File: config.mk
export PLATFORM = sky130hd
export DESIGN_NAME = color_fsm_driver
export DESIGN_NICKNAME = d
export VERILOG_FILES = /design/src/rtl/color_fsm_driver_pkg.sv /design/src/rtl/color_fsm_driver_lut.sv /design/src/rtl/color_fsm_driver.sv
export SDC_FILE = /design/constraint.sdc
export NUM_CORES = 1
export LEC_CHECK = 0
export BUFFER_PORTS_ARGS = -buffer_cell sky130_fd_sc_hd__buf_4
export CAP_MARGIN = 15
export CORE_UTILIZATION = 35
export DETAILED_ROUTE_END_ITERATION = 6
export SLEW_MARGIN = 10
export SYNTH_ARGS = -nofsm -noshare
export SYNTH_HDL_FRONTEND = slang
export SYNTH_HIERARCHICAL = 1
export SYNTH_SLANG_ARGS = --single-unit
File: constraint.sdc
create_clock -name clk -period 2.1 [get_ports clk]
set_clock_uncertainty 0.15 [all_clocks]
set_input_delay 0.21 -clock clk [delete_from_list [all_inputs] [get_ports clk]]
set_output_delay 0.21 -clock clk [all_outputs]
set_load 0.05 [all_outputs]
File: src/rtl/color_fsm_driver_pkg.sv
// color_fsm_driver_pkg
//   Types and constants shared by the Color FSM driver and its path lookup.
//   - color_state_e : Color state machine encoding (same encoding as the Color FSM)
//   - drv_state_e   : driver control FSM states
//   - CMD_*         : codes driven on the Color FSM "in" input (3 = hold)
//   - exp_obs()     : output the Color FSM shows in each state
//   - next_color()  : Color FSM transition function, used to advance the shadow
package color_fsm_driver_pkg;

  typedef enum logic [1:0] {
    BLUE     = 2'd0,
    RED      = 2'd1,
    HSV_IDLE = 2'd2
  } color_state_e;

  typedef enum logic [2:0] {
    S_IDLE   = 3'd0,
    S_STEP1  = 3'd1,
    S_STEP2  = 3'd2,
    S_CHECK  = 3'd3,
    S_REPORT = 3'd4
  } drv_state_e;

  localparam logic [1:0] CMD_IN0  = 2'd0;
  localparam logic [1:0] CMD_IN1  = 2'd1;
  localparam logic [1:0] CMD_IN2  = 2'd2;
  localparam logic [1:0] CMD_HOLD = 2'd3;

  localparam logic [1:0] TGT_ILLEGAL = 2'd3;

  // Red and HSV_idle share output code 2, so a check cannot tell them apart.
  function automatic logic [1:0] exp_obs(input color_state_e s);
    logic [1:0] o;
    o = 2'd2;
    if (s == BLUE) o = 2'd1;
    return o;
  endfunction

  function automatic color_state_e next_color(input color_state_e s, input logic [1:0] c);
    color_state_e n;
    n = s;
    case (s)
      BLUE:     if (c == CMD_IN1) n = RED;
      RED: begin
        if (c == CMD_IN1)      n = BLUE;
        else if (c == CMD_IN2) n = HSV_IDLE;
      end
      HSV_IDLE: if (c == CMD_IN0) n = RED;
      default:  n = RED;
    endcase
    return n;
  endfunction

endpackage

File: src/rtl/color_fsm_driver_lut.sv
// color_path_lut
//   Combinational path table: for the current Color state and a legal target,
//   gives the number of commands needed (0..2) and the commands themselves.
//   Ports:
//     cur_i    : current Color state (shadow)
//     tgt_i    : requested target code (3 is handled by the caller)
//     nsteps_o : number of move commands (0, 1 or 2)
//     c1_o     : first command
//     c2_o     : second command (hold when unused)
module color_path_lut
  import color_fsm_driver_pkg::*;
(
  input  color_state_e cur_i,
  input  logic [1:0]   tgt_i,
  output logic [1:0]   nsteps_o,
  output logic [1:0]   c1_o,
  output logic [1:0]   c2_o
);

  always_comb begin
    nsteps_o = 2'd0;
    c1_o     = CMD_HOLD;
    c2_o     = CMD_HOLD;
    case ({cur_i, tgt_i})
      {BLUE, 2'd1}:     begin nsteps_o = 2'd1; c1_o = CMD_IN1; end
      {RED, 2'd0}:      begin nsteps_o = 2'd1; c1_o = CMD_IN1; end
      {RED, 2'd2}:      begin nsteps_o = 2'd1; c1_o = CMD_IN2; end
      {HSV_IDLE, 2'd1}: begin nsteps_o = 2'd1; c1_o = CMD_IN0; end
      // No direct Blue<->HSV_idle arc: go through Red.
      {BLUE, 2'd2}:     begin nsteps_o = 2'd2; c1_o = CMD_IN1; c2_o = CMD_IN2; end
      {HSV_IDLE, 2'd0}: begin nsteps_o = 2'd2; c1_o = CMD_IN0; c2_o = CMD_IN1; end
      default: ;
    endcase
  end

endmodule

File: src/rtl/color_fsm_driver.sv
// color_fsm_driver
//   Drives the Color state machine to a requested state, keeps a shadow copy
//   of its state, and checks its output once the move has completed.
//   Ports:
//     clk, rst     : clock (rising edge) and async active-high reset (shared with Color FSM)
//     req_valid    : move request present
//     req_ready    : driver idle, request accepted when req_valid & req_ready
//     req_target   : target state (0 Blue, 1 Red, 2 HSV_idle, 3 illegal)
//     cmd          : registered command to the Color FSM "in" input (3 = hold)
//     obs          : Color FSM "out" fed back for checking
//     shadow_state : driver's model of the Color FSM state
//     done         : one-cycle pulse, move finished
//     err          : one-cycle pulse, illegal target or output mismatch
module color_fsm_driver
  import color_fsm_driver_pkg::*;
#(
  parameter int CHECK_EN = 1
) (
  input  logic       clk,
  input  logic       rst,
  input  logic       req_valid,
  output logic       req_ready,
  input  logic [1:0] req_target,
  output logic [1:0] cmd,
  input  logic [1:0] obs,
  output logic [1:0] shadow_state,
  output logic       done,
  output logic       err
);

  drv_state_e   state_q;
  color_state_e shadow_q;
  logic [1:0]   cmd_q;
  logic [1:0]   c2_q;
  logic         two_q;
  logic         done_q;
  logic         err_q;

  logic [1:0]   lut_nsteps;
  logic [1:0]   lut_c1;
  logic [1:0]   lut_c2;

  // Path is looked up from the live request; only its result is captured,
  // so later changes on req_target have no effect on a running move.
  color_path_lut u_lut (
    .cur_i    (shadow_q),
    .tgt_i    (req_target),
    .nsteps_o (lut_nsteps),
    .c1_o     (lut_c1),
    .c2_o     (lut_c2)
  );

  always_ff @(posedge clk or posedge rst) begin
    if (rst) begin
      state_q  <= S_IDLE;
      shadow_q <= RED;
      cmd_q    <= CMD_HOLD;
      c2_q     <= CMD_HOLD;
      two_q    <= 1'b0;
      done_q   <= 1'b0;
      err_q    <= 1'b0;
    end else begin
      done_q <= 1'b0;
      err_q  <= 1'b0;
      case (state_q)
        S_IDLE: begin
          cmd_q <= CMD_HOLD;
          if (req_valid) begin
            if (req_target == TGT_ILLEGAL) begin
              // Rejected without leaving IDLE, so ready stays high.
              err_q <= 1'b1;
            end else if (lut_nsteps == 2'd0) begin
              state_q <= S_CHECK;
            end else begin
              cmd_q   <= lut_c1;
              c2_q    <= lut_c2;
              two_q   <= (lut_nsteps == 2'd2);
              state_q <= S_STEP1;
            end
          end
        end
        // The Color FSM samples cmd on this same edge, so the shadow moves with it.
        S_STEP1: begin
          shadow_q <= next_color(shadow_q, cmd_q);
          if (two_q) begin
            cmd_q   <= c2_q;
            state_q <= S_STEP2;
          end else begin
            cmd_q   <= CMD_HOLD;
            state_q <= S_CHECK;
          end
        end
        S_STEP2: begin
          shadow_q <= next_color(shadow_q, cmd_q);
          cmd_q    <= CMD_HOLD;
          state_q  <= S_CHECK;
        end
        // Shadow is never resynchronised from obs; a mismatch is only reported.
        S_CHECK: begin
          done_q  <= 1'b1;
          if ((CHECK_EN != 0) && (obs != exp_obs(shadow_q))) err_q <= 1'b1;
          state_q <= S_REPORT;
        end
        S_REPORT: begin
          state_q <= S_IDLE;
        end
        default: begin
          cmd_q   <= CMD_HOLD;
          state_q <= S_IDLE;
        end
      endcase
    end
  end

  assign req_ready    = (state_q == S_IDLE);
  assign cmd          = cmd_q;
  assign shadow_state = shadow_q;
  assign done         = done_q;
  assign err          = err_q;

endmodule

Word-level counts from Yosys, hierarchy flattened
Cells that the tools add are included. W data, S select, Z words.

Register bits after elaboration: 12. Bits in latches: 0. Memory bits (writable): 0. Memory bits (read-only): 0. Word-level logic and storage cells: 69. Memories kept: 0.

Add/sub/neg operators: 0. Multiply operators: 0. Divide/modulo/power cells: 0. $lt $le $gt $ge: 0. Equal/unequal tests: 22. Shift operators: 0. Multiplexer cells: 25. Bitwise gates (word level): 2. Reduce and logical (&&, ||, !) cells: 13.

Operator list (count): $mux W2 (11); $pmux W2 S3 (3); $pmux W3 S4 (1); $eq A2 B2 Y1 const B (4); $eq A4 B3 Y1 const B (2); $eq A4 B4 Y1 const B (2); $ne A2 B2 Y1 const B (4); $pmux W2 S2 (2); $reduce_and A4 Y1 (2); $reduce_or A2 Y1 (4); $eq A3 B2 Y1 const B (2); $logic_not A2 Y1 (3); $mux W3 (2); $mux W1 (5); $eq A2 B1 Y1 const B (2); $eq A4 B1 Y1 const B (1); $eq A4 B2 Y1 const B (1); $reduce_or A4 Y1 (1); $eq A3 B1 Y1 const B (1); $eq A3 B3 Y1 const B (1); $logic_not A3 Y1 (1); $ne A3 B3 Y1 const B (1); $reduce_or A3 Y1 (1); $ne A2 B2 Y1 (1); 3 further kinds (4).

Longest topological paths before layout
Gate-level depths: netlist (run 1).

Depth after elaboration: 8. Depth in mapped cells: 6. Mapped depth without buffers: 6.

By module
Netlist (run 1), hierarchy kept.

Modules (own cells, without submodules): color_fsm_driver (times used 1, cells an instance 65, area an instance 678.2 sq um); color_path_lut (times used 1, cells an instance 14, area an instance 85.1 sq um).

Worst setup path before layout (run 1)
OpenSTA, ideal clock, no wires.

Path type: register to output. Start: register state_q[1]. End: output port req_ready. Arrival: 1.616 ns. Data required time: 1.740 ns. Setup slack: 0.124 ns. Stages on the path, launching flop included: 3. Path buffers: 1. Cells stage by stage: dfrtp_1 buf_2 nor3_1.

Cells in the longest elaborated chain, start to end: 1.

RTL lines: start, declared (RTL line color_fsm_driver.sv:31) `drv_state_e state_q;`; start signal, assigned (RTL line color_fsm_driver.sv:55) `state_q <= S_IDLE;`; start signal, assigned (RTL line color_fsm_driver.sv:73) `state_q <= S_CHECK;`; start signal, assigned (RTL line color_fsm_driver.sv:78) `state_q <= S_STEP1;`; $logic_not A3 Y1 (RTL line color_fsm_driver.sv:115) `assign req_ready = (state_q == S_IDLE);`; end, declared (RTL line color_fsm_driver.sv:22) `output logic req_ready,`.

No other way between the ends.

Final worst setup path (run 1)
Start: register state_q[2]. End: register c2_q[0].

Cells in the longest elaborated chain, start to end: 2.

RTL lines: $logic_not A3 Y1 (RTL line color_fsm_driver.sv:65) `case (state_q)`; $reduce_and A4 Y1 (no line); end signal, assigned (RTL line color_fsm_driver.sv:76) `c2_q <= lut_c2;`; end, declared (RTL line color_fsm_driver.sv:34) `logic [1:0] c2_q;`.

No other way between the ends. A chain may end at the register's enable or synchronous reset.

==> impl_metrics.csv, run 1 <==
group,metric,value,unit
floorplanning,rows,16,
setup_path,critical_path_class,"register to register",
synth,synth_async_sr_flop_share,100,%
grt,antenna_found_initial,0,
place,dpl.hpwl,1200,um
detailed_routing,dr_total_vias,669,
cts,cts_buffers,3,
floorplanning,io_pins,14,
detailed_routing,drtPass1Iterations,4,
cts,postCtsResizedCells,0,
detailed_routing,antenna_left,0,
sta,grt_setup_unrepaired,"no",
finish,layout-drive-gt1-share,32.7,%
grt,grt_usage,15.8,%
finish,multi_input_area,428,um^2
min_path,hold_path.class,"primary input to register",
cts,cts_tree,"done",
floorplanning,die_w,48.7,um
sta,finalSetupViolations,0,
finish,fillerInstances,188,
synth,synth_edf_count,0,
cts,cts_root_buffer,"clkbuf_4",
cts,clk_pin_slew,80,ps
synth,ys_types,36,
place,gp_congestion,0.825,
synth,yosysWarnings,6,
setup_path,cp_max_fo,8,
sta,fin_crit,1840,ps
detailed_routing,wirelength,1680,um
sta,finalMaxSlewViolations,0,
place,port_buffers,13,
min_path,hold_depth,3,
synth,ys.flop_type,"dfrtp_1",
finish,n_antenna_cell,0,
setup_path,required,2150,ps
flow_run,cap_violations,0,
floorplanning,dieArea,2370,um^2
grt,grt.overflow.total,0,
detailed_routing,wl_per_cell,13.4,um
sta,period_share,87.7,%
floorplanning,initial_core_util,38.1,%
synth,ys_ff_latch,12,
synth,postSynthCellCount,79,
sta,hold_violations,0,
synth,syn_area_per_cell,9.66,um^2
run_status,status,"finished clean",
setup_path,cp_data_arrival_time,1890,ps
setup_path,reg2reg_depth,4,
sta,max_freq,543,MHz
floorplanning,die_h,48.7,um
setup_path,setup.worst_path.start_class,"register",
power_and_ir_drop,cellPowerDensity,1530,nW/um^2
cts,cts.sinks,12,
finish,nNetsFinal,108,
detailed_routing,initialDrtViolationCount,26,
sta,worstMarginPinSlew,453,ps
power_and_ir_drop,vdd_ir_drop_max,0.625,mV
setup_path,endpoint_kind,"register",
finish,post-route-util,47.1,%
synth,netlist_area,763,um^2
sta,slew-limit-headroom,69.8,%
grt,first_global_vias,619,
finish,regArea,307,um^2
synth,synth_fp_nets,88,
synth,ys_seq_area_share,40.2,%
cts,htree_levels,1,
cts,post_cts_buffers,0,
grt,grt_max_degree,16,
grt,grt_pass1_wl,2840,um
finish,fin_area,943,um^2
sta,tns,0,ps
cts,cts.path.max_buffers,2,
detailed_routing,drc,0,
finish,syn2layout_area_growth,23.6,%
power_and_ir_drop,leakage,0.421,nW
cts,insertion_delay,280,ps
floorplanning,core,2000,um^2
detailed_routing,viasPerCell,5.35,
place,postPlaceCellArea,907,um^2
report_power, final:
part / switching (mW) / total, mW / internal (mW)
logic: 0.481 / 0.827 / 0.345
registers: 0.108 / 0.465 / 0.357
clock network: 0.0790 / 0.153 / 0.0737
total: 0.668 / 1.44 / 0.776
routing by layer:
| layer | wire [um] | vias to the layer above | global-route usage, % | share of wire, % |
|---|---|---|---|---|
| met4 | 27 | 0 | 8.82 | 1.6 |
| met1 | 751 | 309 | 21.3 | 45 |
| met3 | 128 | 4 | 3.46 | 7.6 |
| met2 | 771 | 30 | 23.4 | 46 |
| li1 | - | 326 | - | - |
| met5 | 0 | - | 0 | 0 |
sequential cells by signal, summed over array words and instances, names as in the netlist:
register / flops
c2_q: 2
done: 1
cmd: 2
err: 1
shadow_state: 2
state_q: 3
two_q: 1
cell usage after synthesis, drive strengths merged (3+ instances only):
cell / n / area, um^2
a21oi: 5 / 36.3
nor3: 3 / 15.0
inv: 5 / 18.8
a31oi: 3 / 18.8
nor3b: 3 / 22.5
nor2: 10 / 37.5
dfstp: 5 / 131
dfrtp: 7 / 175
and2: 3 / 18.8
o21ai: 5 / 28.8
cell usage in the layout, fill, tap and decap left out, types with 2 or more instances in the layout:
cell       n
nand3b_1   2
ha_1       2
a31oi_1    3
clkbuf_4   3
buf_4     16
dfstp_2    5
nor2_1    10
mux2_4     2
a21oi_1    4
nor3b_1    3
nor3_1     3
o21ai_0    4
xnor2_1    2
nand2_1    2
inv_1      5
and2_1     3
dfrtp_1    7
worst max-delay path, stage by stage (launching register included):
cell	delay [ps]
dfrtp_1	470
or4b_4	570
a21oi_4	150
o21ai_2	110
mux2_4	320
worst paths after layout:
path	from	slack [ps]	endpoint
max	state_q[2]$_DFFE_PP0P_	260	c2_q[0]$_DFFE_PP1P_
min	obs[1]	110	err$_DFF_PP0_
max reg2reg	state_q[2]$_DFFE_PP0P_	260	c2_q[0]$_DFFE_PP1P_
min reg2reg	cmd[1]$_DFFE_PP1N_	420	cmd[1]$_DFFE_PP1N_
max in group asynchronous	rst	1110	c2_q[1]$_DFFE_PP1P_
min in group asynchronous	rst	340	err$_DFF_PP0_
cell families (layout without fill, tap and decap cells):
group	Yosys count	count (layout)	synth area share [%]
flops	12	12	40.2
fa+ha+maj	2	2	3.28
xor+xnor	2	2	2.30
simple gates	33	33	25.9
buf+inv	7	26	3.77
mux	2	2	3.93
compound gates	21	21	20.7
metrics by stage:
step	setup WS (ps)	total power, mW	instances	hold slack (ps)
3_5_place_dp	289	1.29	120	100
3_3_place_gp	338	1.28	120	97.5
6_report	258	1.44	125	106
5_1_grt	187	1.54	125	114
4_1_cts	259	1.45	125	108
2_1_floorplan	124	1.06	79	-78.9
timing repair:
| item | CTS | global route |
|---|---|---|
| hold endpoints to repair | 7 | 0 |
| endpoints found under the setup margin | 0 | 0 |
| hold buffers | 1 | 0 |
layout make-up:
cell class              instances  area share, %
multi-input cells              60           45.4
clock buffers                   4           2.79
repair buffers                 17           13.8
well taps                      27           3.58
inverters                       5           1.99
flip-flops and latches         12           32.5
Note: power is estimated with default switching activity, not from simulation.
==> run 2, diff against run 1 <==
- CORE_ASPECT_RATIO: unset -> 0.9
==> run 2 against run 1 <==
Effect of this change:
- cell count fell by 1.6%
- sequential share of layout area is 0.26 points lower
- combinational power decreased by 1%
- maximum frequency up 2.4%
- sequential power is essentially flat
- via count down 3.3%
- critical endpoint unchanged
==> impl_metrics.csv, run 2 (synthesis gave the netlist of run 1 again) <==
group,metric,value,unit
detailed_routing,dr_total_vias,647,
detailed_routing,antenna_left,0,
power_and_ir_drop,total_power,1.47,mW
setup_path,required,2150,ps
sta,fin_crit,1800,ps
floorplanning,dieArea,2370,um^2
floorplanning,die_w,51.2,um
cts,htree_levels,1,
grt,grt_usage,15.6,%
cts,cts_tree,"done",
setup_path,crit_slowest_cell,"or4b_4",
sta,hold_violations,0,
finish,fin_area,951,um^2
cts,cts.sinks,12,
power_and_ir_drop,leakage,0.427,nW
detailed_routing,drc,0,
detailed_routing,wirelength,1630,um
sta,worstMarginPinSlew,473,ps
cts,insertion_delay,270,ps
place,postPlaceCellArea,905,um^2
run_status,status,"finished clean",
sta,worst_slack,301,ps
grt,grt_max_degree,16,
min_path,hold_path.class,"primary input to register",
setup_path,critical_path_class,"register to register",
setup_path,max_stage_delay,570,ps
place,port_buffers,13,
cts,cts_buffers,3,
power_and_ir_drop,vdd_ir_drop_max,0.633,mV
floorplanning,core,1990,um^2
detailed_routing,wl_per_cell,13.2,um
sta,grt_setup_unrepaired,"no",
grt,grt_pass1_wl,2610,um
sta,slew-limit-headroom,68.4,%
finish,layout-drive-gt1-share,33.7,%
setup_path,endpoint_kind,"register",
sta,max_freq,556,MHz
place,dp_slack,311,ps
cts,cts.path.max_buffers,2,
detailed_routing,initialDrtViolationCount,20,
setup_path,setup.worst_path.start_class,"register",
grt,grt.overflow.total,0,
finish,layout_common_cells,"buf_4 (16), nor2_1 (10), dfrtp_1 (7)",
cts,cts_root_buffer,"clkbuf_4",
cts,postCtsResizedCells,0,
finish,final_common_cell,"buf_4",
detailed_routing,viasPerCell,5.26,
setup_path,path_cells,"or4b_4 > a21oi_4 > o21ai_2 > mux2_4",
power_and_ir_drop,cellPowerDensity,1540,nW/um^2
place,dpl.hpwl,1230,um
sta,finalSetupViolations,0,
finish,nNetsFinal,108,
floorplanning,io_pins,14,
grt,antenna_found_initial,0,
floorplanning,rows,15,
cts,clk_pin_slew,80,ps
finish,fillerInstances,200,
finish,n_antenna_cell,0,
detailed_routing,drtPass1Iterations,4,
flow_run,cap_violations,0,
sta,finalMaxSlewViolations,0,
finish,largest-register,"state_q",
grt,first_global_vias,545,
finish,post-route-util,47.8,%
sta,tns,0,ps
finish,syn2layout_area_growth,24.6,%
place,gp_congestion,0.854,
sta,period_share,85.7,%
setup_path,cp_data_arrival_time,1850,ps
floorplanning,initial_core_util,38.4,%
finish,largest_reg_flops,3,
floorplanning,die_h,46.3,um
setup_path,cp_max_fo,8,
cts,post_cts_buffers,0,
-- run 2: cell counts in the layout (fill, tap and decap cells not counted) --
Identical to the previous run, type by type.
-- run 2: metrics by stage --
stage	hold slack (ps)	cells
floorplan	-78.9	79
global placement	103	118
detailed placement	109	118
CTS	122	123
global route	139	123
finish	124	123
-- run 2: path summary, 6_finish.rpt --
kind                                         from                          end  slack, ps  cells after the start
setup / recovery           state_q[2]$_DFFE_PP0P_          c2_q[0]$_DFFE_PP1P_        300                      4
hold / removal                             obs[1]                err$_DFF_PP0_        120                      3
setup reg to reg           state_q[2]$_DFFE_PP0P_          c2_q[0]$_DFFE_PP1P_        300                      4
hold reg to reg                cmd[1]$_DFFE_PP1N_           cmd[1]$_DFFE_PP1N_        420                      2
max in group asynchronous                     rst  shadow_state[0]$_DFFE_PP1P_       1100                      3
min in group asynchronous                     rst       state_q[0]$_DFFE_PP0P_        360                      3
-- run 2: worst max-delay path: cells and delay by family (launching register included) --
kind / cells / cell delay [ps]
AO/OA/AOI/OAI: 2 / 250
flip-flops: 1 / 450
multiplexers: 1 / 300
AND/OR/NAND/NOR: 1 / 570
-- run 2: routing by layer --
metal  GRT usage [%]  share of wire (%)  up-vias
met4            8.11                1.5        0
met3            2.97                5.2        4
li1                -                  -      324
met1            23.0                 52      304
met2            21.6                 41       15
met5               0                  0        -
-- run 2: final cells by class --
cell class	instances	area, um^2	share of cell area [%]
inverter	5	18.8	1.97
clock buffer	4	36.3	3.82
sequential	12	307	32.2
timing repair buffer	17	130	13.7
multi-input combinational	60	428	45.0
tap	25	31.3	3.29
-- run 2: repair_timing --
action	CTS	global route
endpoints found under the hold margin	7	0
hold buffers	1	0
endpoints found under the setup margin	0	0
-- run 2: power by group --
group | switching [mW] | total [mW] | internal (mW)
logic | 0.473 | 0.819 | 0.346
registers | 0.106 | 0.463 | 0.357
clock network | 0.0790 | 0.184 | 0.105
total | 0.658 | 1.47 | 0.808
==> run 3, diff against run 2 <==
- GPL_ROUTABILITY_DRIVEN: unset -> 0
- GPL_TIMING_DRIVEN: unset -> 0
==> run 3 against run 2 <==
Effect of this change:
- wire length is 4.2% lower
- cell area is 2.4% lower
- power is 4.1% lower
- flip-flop and latch count unchanged
- sequential share of layout area grew 0.78 points
==> impl_metrics.csv, run 3 (synthesis gave the netlist of run 1 again) <==
group,metric,value,unit
grt,grt_usage,15.5,%
sta,period_share,88.5,%
floorplanning,rows,15,
cts,cts_root_buffer,"clkbuf_4",
sta,max_freq,538,MHz
finish,layout-drive-gt1-share,32.0,%
finish,final_cells,122,
floorplanning,initial_core_util,38.4,%
finish,largest-register,"state_q",
place,dp_slack,263,ps
grt,first_global_vias,573,
finish,fin_area,928,um^2
finish,post-route-util,46.7,%
min_path,hold_path.class,"primary input to register",
floorplanning,die_h,46.3,um
place,port_buffers,13,
detailed_routing,initialDrtViolationCount,8,
detailed_routing,antenna_left,0,
setup_path,cp_data_arrival_time,1910,ps
floorplanning,die_w,51.2,um
cts,cts.sinks,12,
cts,cts.path.max_buffers,2,
power_and_ir_drop,vdd_ir_drop_max,0.764,mV
power_and_ir_drop,total_power,1.41,mW
finish,largest_reg_flops,3,
grt,grt_pass1_wl,2570,um
floorplanning,dieArea,2370,um^2
power_and_ir_drop,leakage,0.414,nW
sta,finalSetupViolations,0,
detailed_routing,wl_per_cell,12.8,um
finish,nNetsFinal,107,
setup_path,setup.worst_path.start_class,"register",
run_status,status,"finished clean",
sta,hold_slack,119,ps
cts,clk_pin_slew,70,ps
power_and_ir_drop,cellPowerDensity,1510,nW/um^2
sta,slew-limit-headroom,68.9,%
sta,finalMaxSlewViolations,0,
place,dp.cells,117,
finish,layout_common_cells,"buf_4 (13), nor2_1 (10), dfrtp_1 (7)",
grt,grt.overflow.total,0,
finish,n_antenna_cell,0,
detailed_routing,dr_total_vias,640,
cts,cts_tree,"done",
finish,syn2layout_area_growth,21.6,%
grt,grt_max_degree,16,
flow_run,cap_violations,0,
setup_path,required,2150,ps
sta,grt_setup_unrepaired,"no",
setup_path,cp_max_fo,12,
sta,tns,0,ps
sta,worst_slack,242,ps
sta,worstMarginPinSlew,463,ps
floorplanning,core,1990,um^2
sta,fin_crit,1860,ps
detailed_routing,drc,0,
setup_path,critical_path_class,"register to register",
grt,antenna_found_initial,0,
place,dpl.hpwl,1160,um
detailed_routing,viasPerCell,5.25,
cts,insertion_delay,270,ps
setup_path,endpoint_kind,"register",
cts,htree_levels,1,
sta,hold_violations,0,
floorplanning,io_pins,14,
place,postPlaceCellArea,892,um^2
detailed_routing,wirelength,1560,um
finish,final_common_cell,"buf_4",
detailed_routing,drtPass1Iterations,4,
cts,cts_buffers,3,
run 3: where the power goes:
part | switching (mW) | leakage [nW] | internal (mW)
Combinational | 0.466 | 0.257 | 0.328
Clock | 0.0762 | 0.0150 | 0.0735
Sequential | 0.106 | 0.142 | 0.357
run 3: metal layers:
metal	track usage, %	share of wire [%]	vias to the layer above
li1	-	-	323
met4	9.73	0.77	0
met2	22.6	43	11
met3	2.97	3.4	2
met1	21.1	53	304
met5	0	0	-
run 3: worst paths after layout:
| path | from | end | slack, ps | cells past startpoint |
|---|---|---|---|---|
| max in group asynchronous | rst | shadow_state[0]$_DFFE_PP1P_ | 1120 | 3 |
| worst max-delay path | shadow_state[1]$_DFFE_PP0P_ | cmd[1]$_DFFE_PP1N_ | 240 | 6 |
| worst max register to register | shadow_state[1]$_DFFE_PP0P_ | cmd[1]$_DFFE_PP1N_ | 240 | 6 |
| worst min register to register | cmd[1]$_DFFE_PP1N_ | cmd[1]$_DFFE_PP1N_ | 430 | 2 |
| min in group asynchronous | rst | state_q[0]$_DFFE_PP0P_ | 350 | 3 |
| worst min-delay path | obs[1] | err$_DFF_PP0_ | 120 | 3 |
run 3: area by class of cell:
| class | instances | area (um^2) |
|---|---|---|
| fillers | 201 | 1060 |
| well taps | 25 | 31.3 |
| plain buffers | 2 | 10.0 |
| repair buffers | 14 | 108 |
| inverters | 5 | 18.8 |
| flip-flops and latches | 12 | 307 |
| multi-input cells | 60 | 428 |
| clock buffers | 4 | 26.3 |
run 3: timing repair:
| item | in CTS | in global routing |
|---|---|---|
| gates resized for setup | 0 | 0 |
| setup buffers | 0 | 0 |
| hold endpoints to repair | 7 | 0 |
| hold buffers | 1 | 0 |
run 3: worst max-delay path, cell delays in order (launching register included):
cell	delay (ps)
dfrtp_1	510
xnor2_1	180
nor3_1	380
nor2_1	100
o31ai_1	230
a21oi_1	110
a2bb2oi_1	130
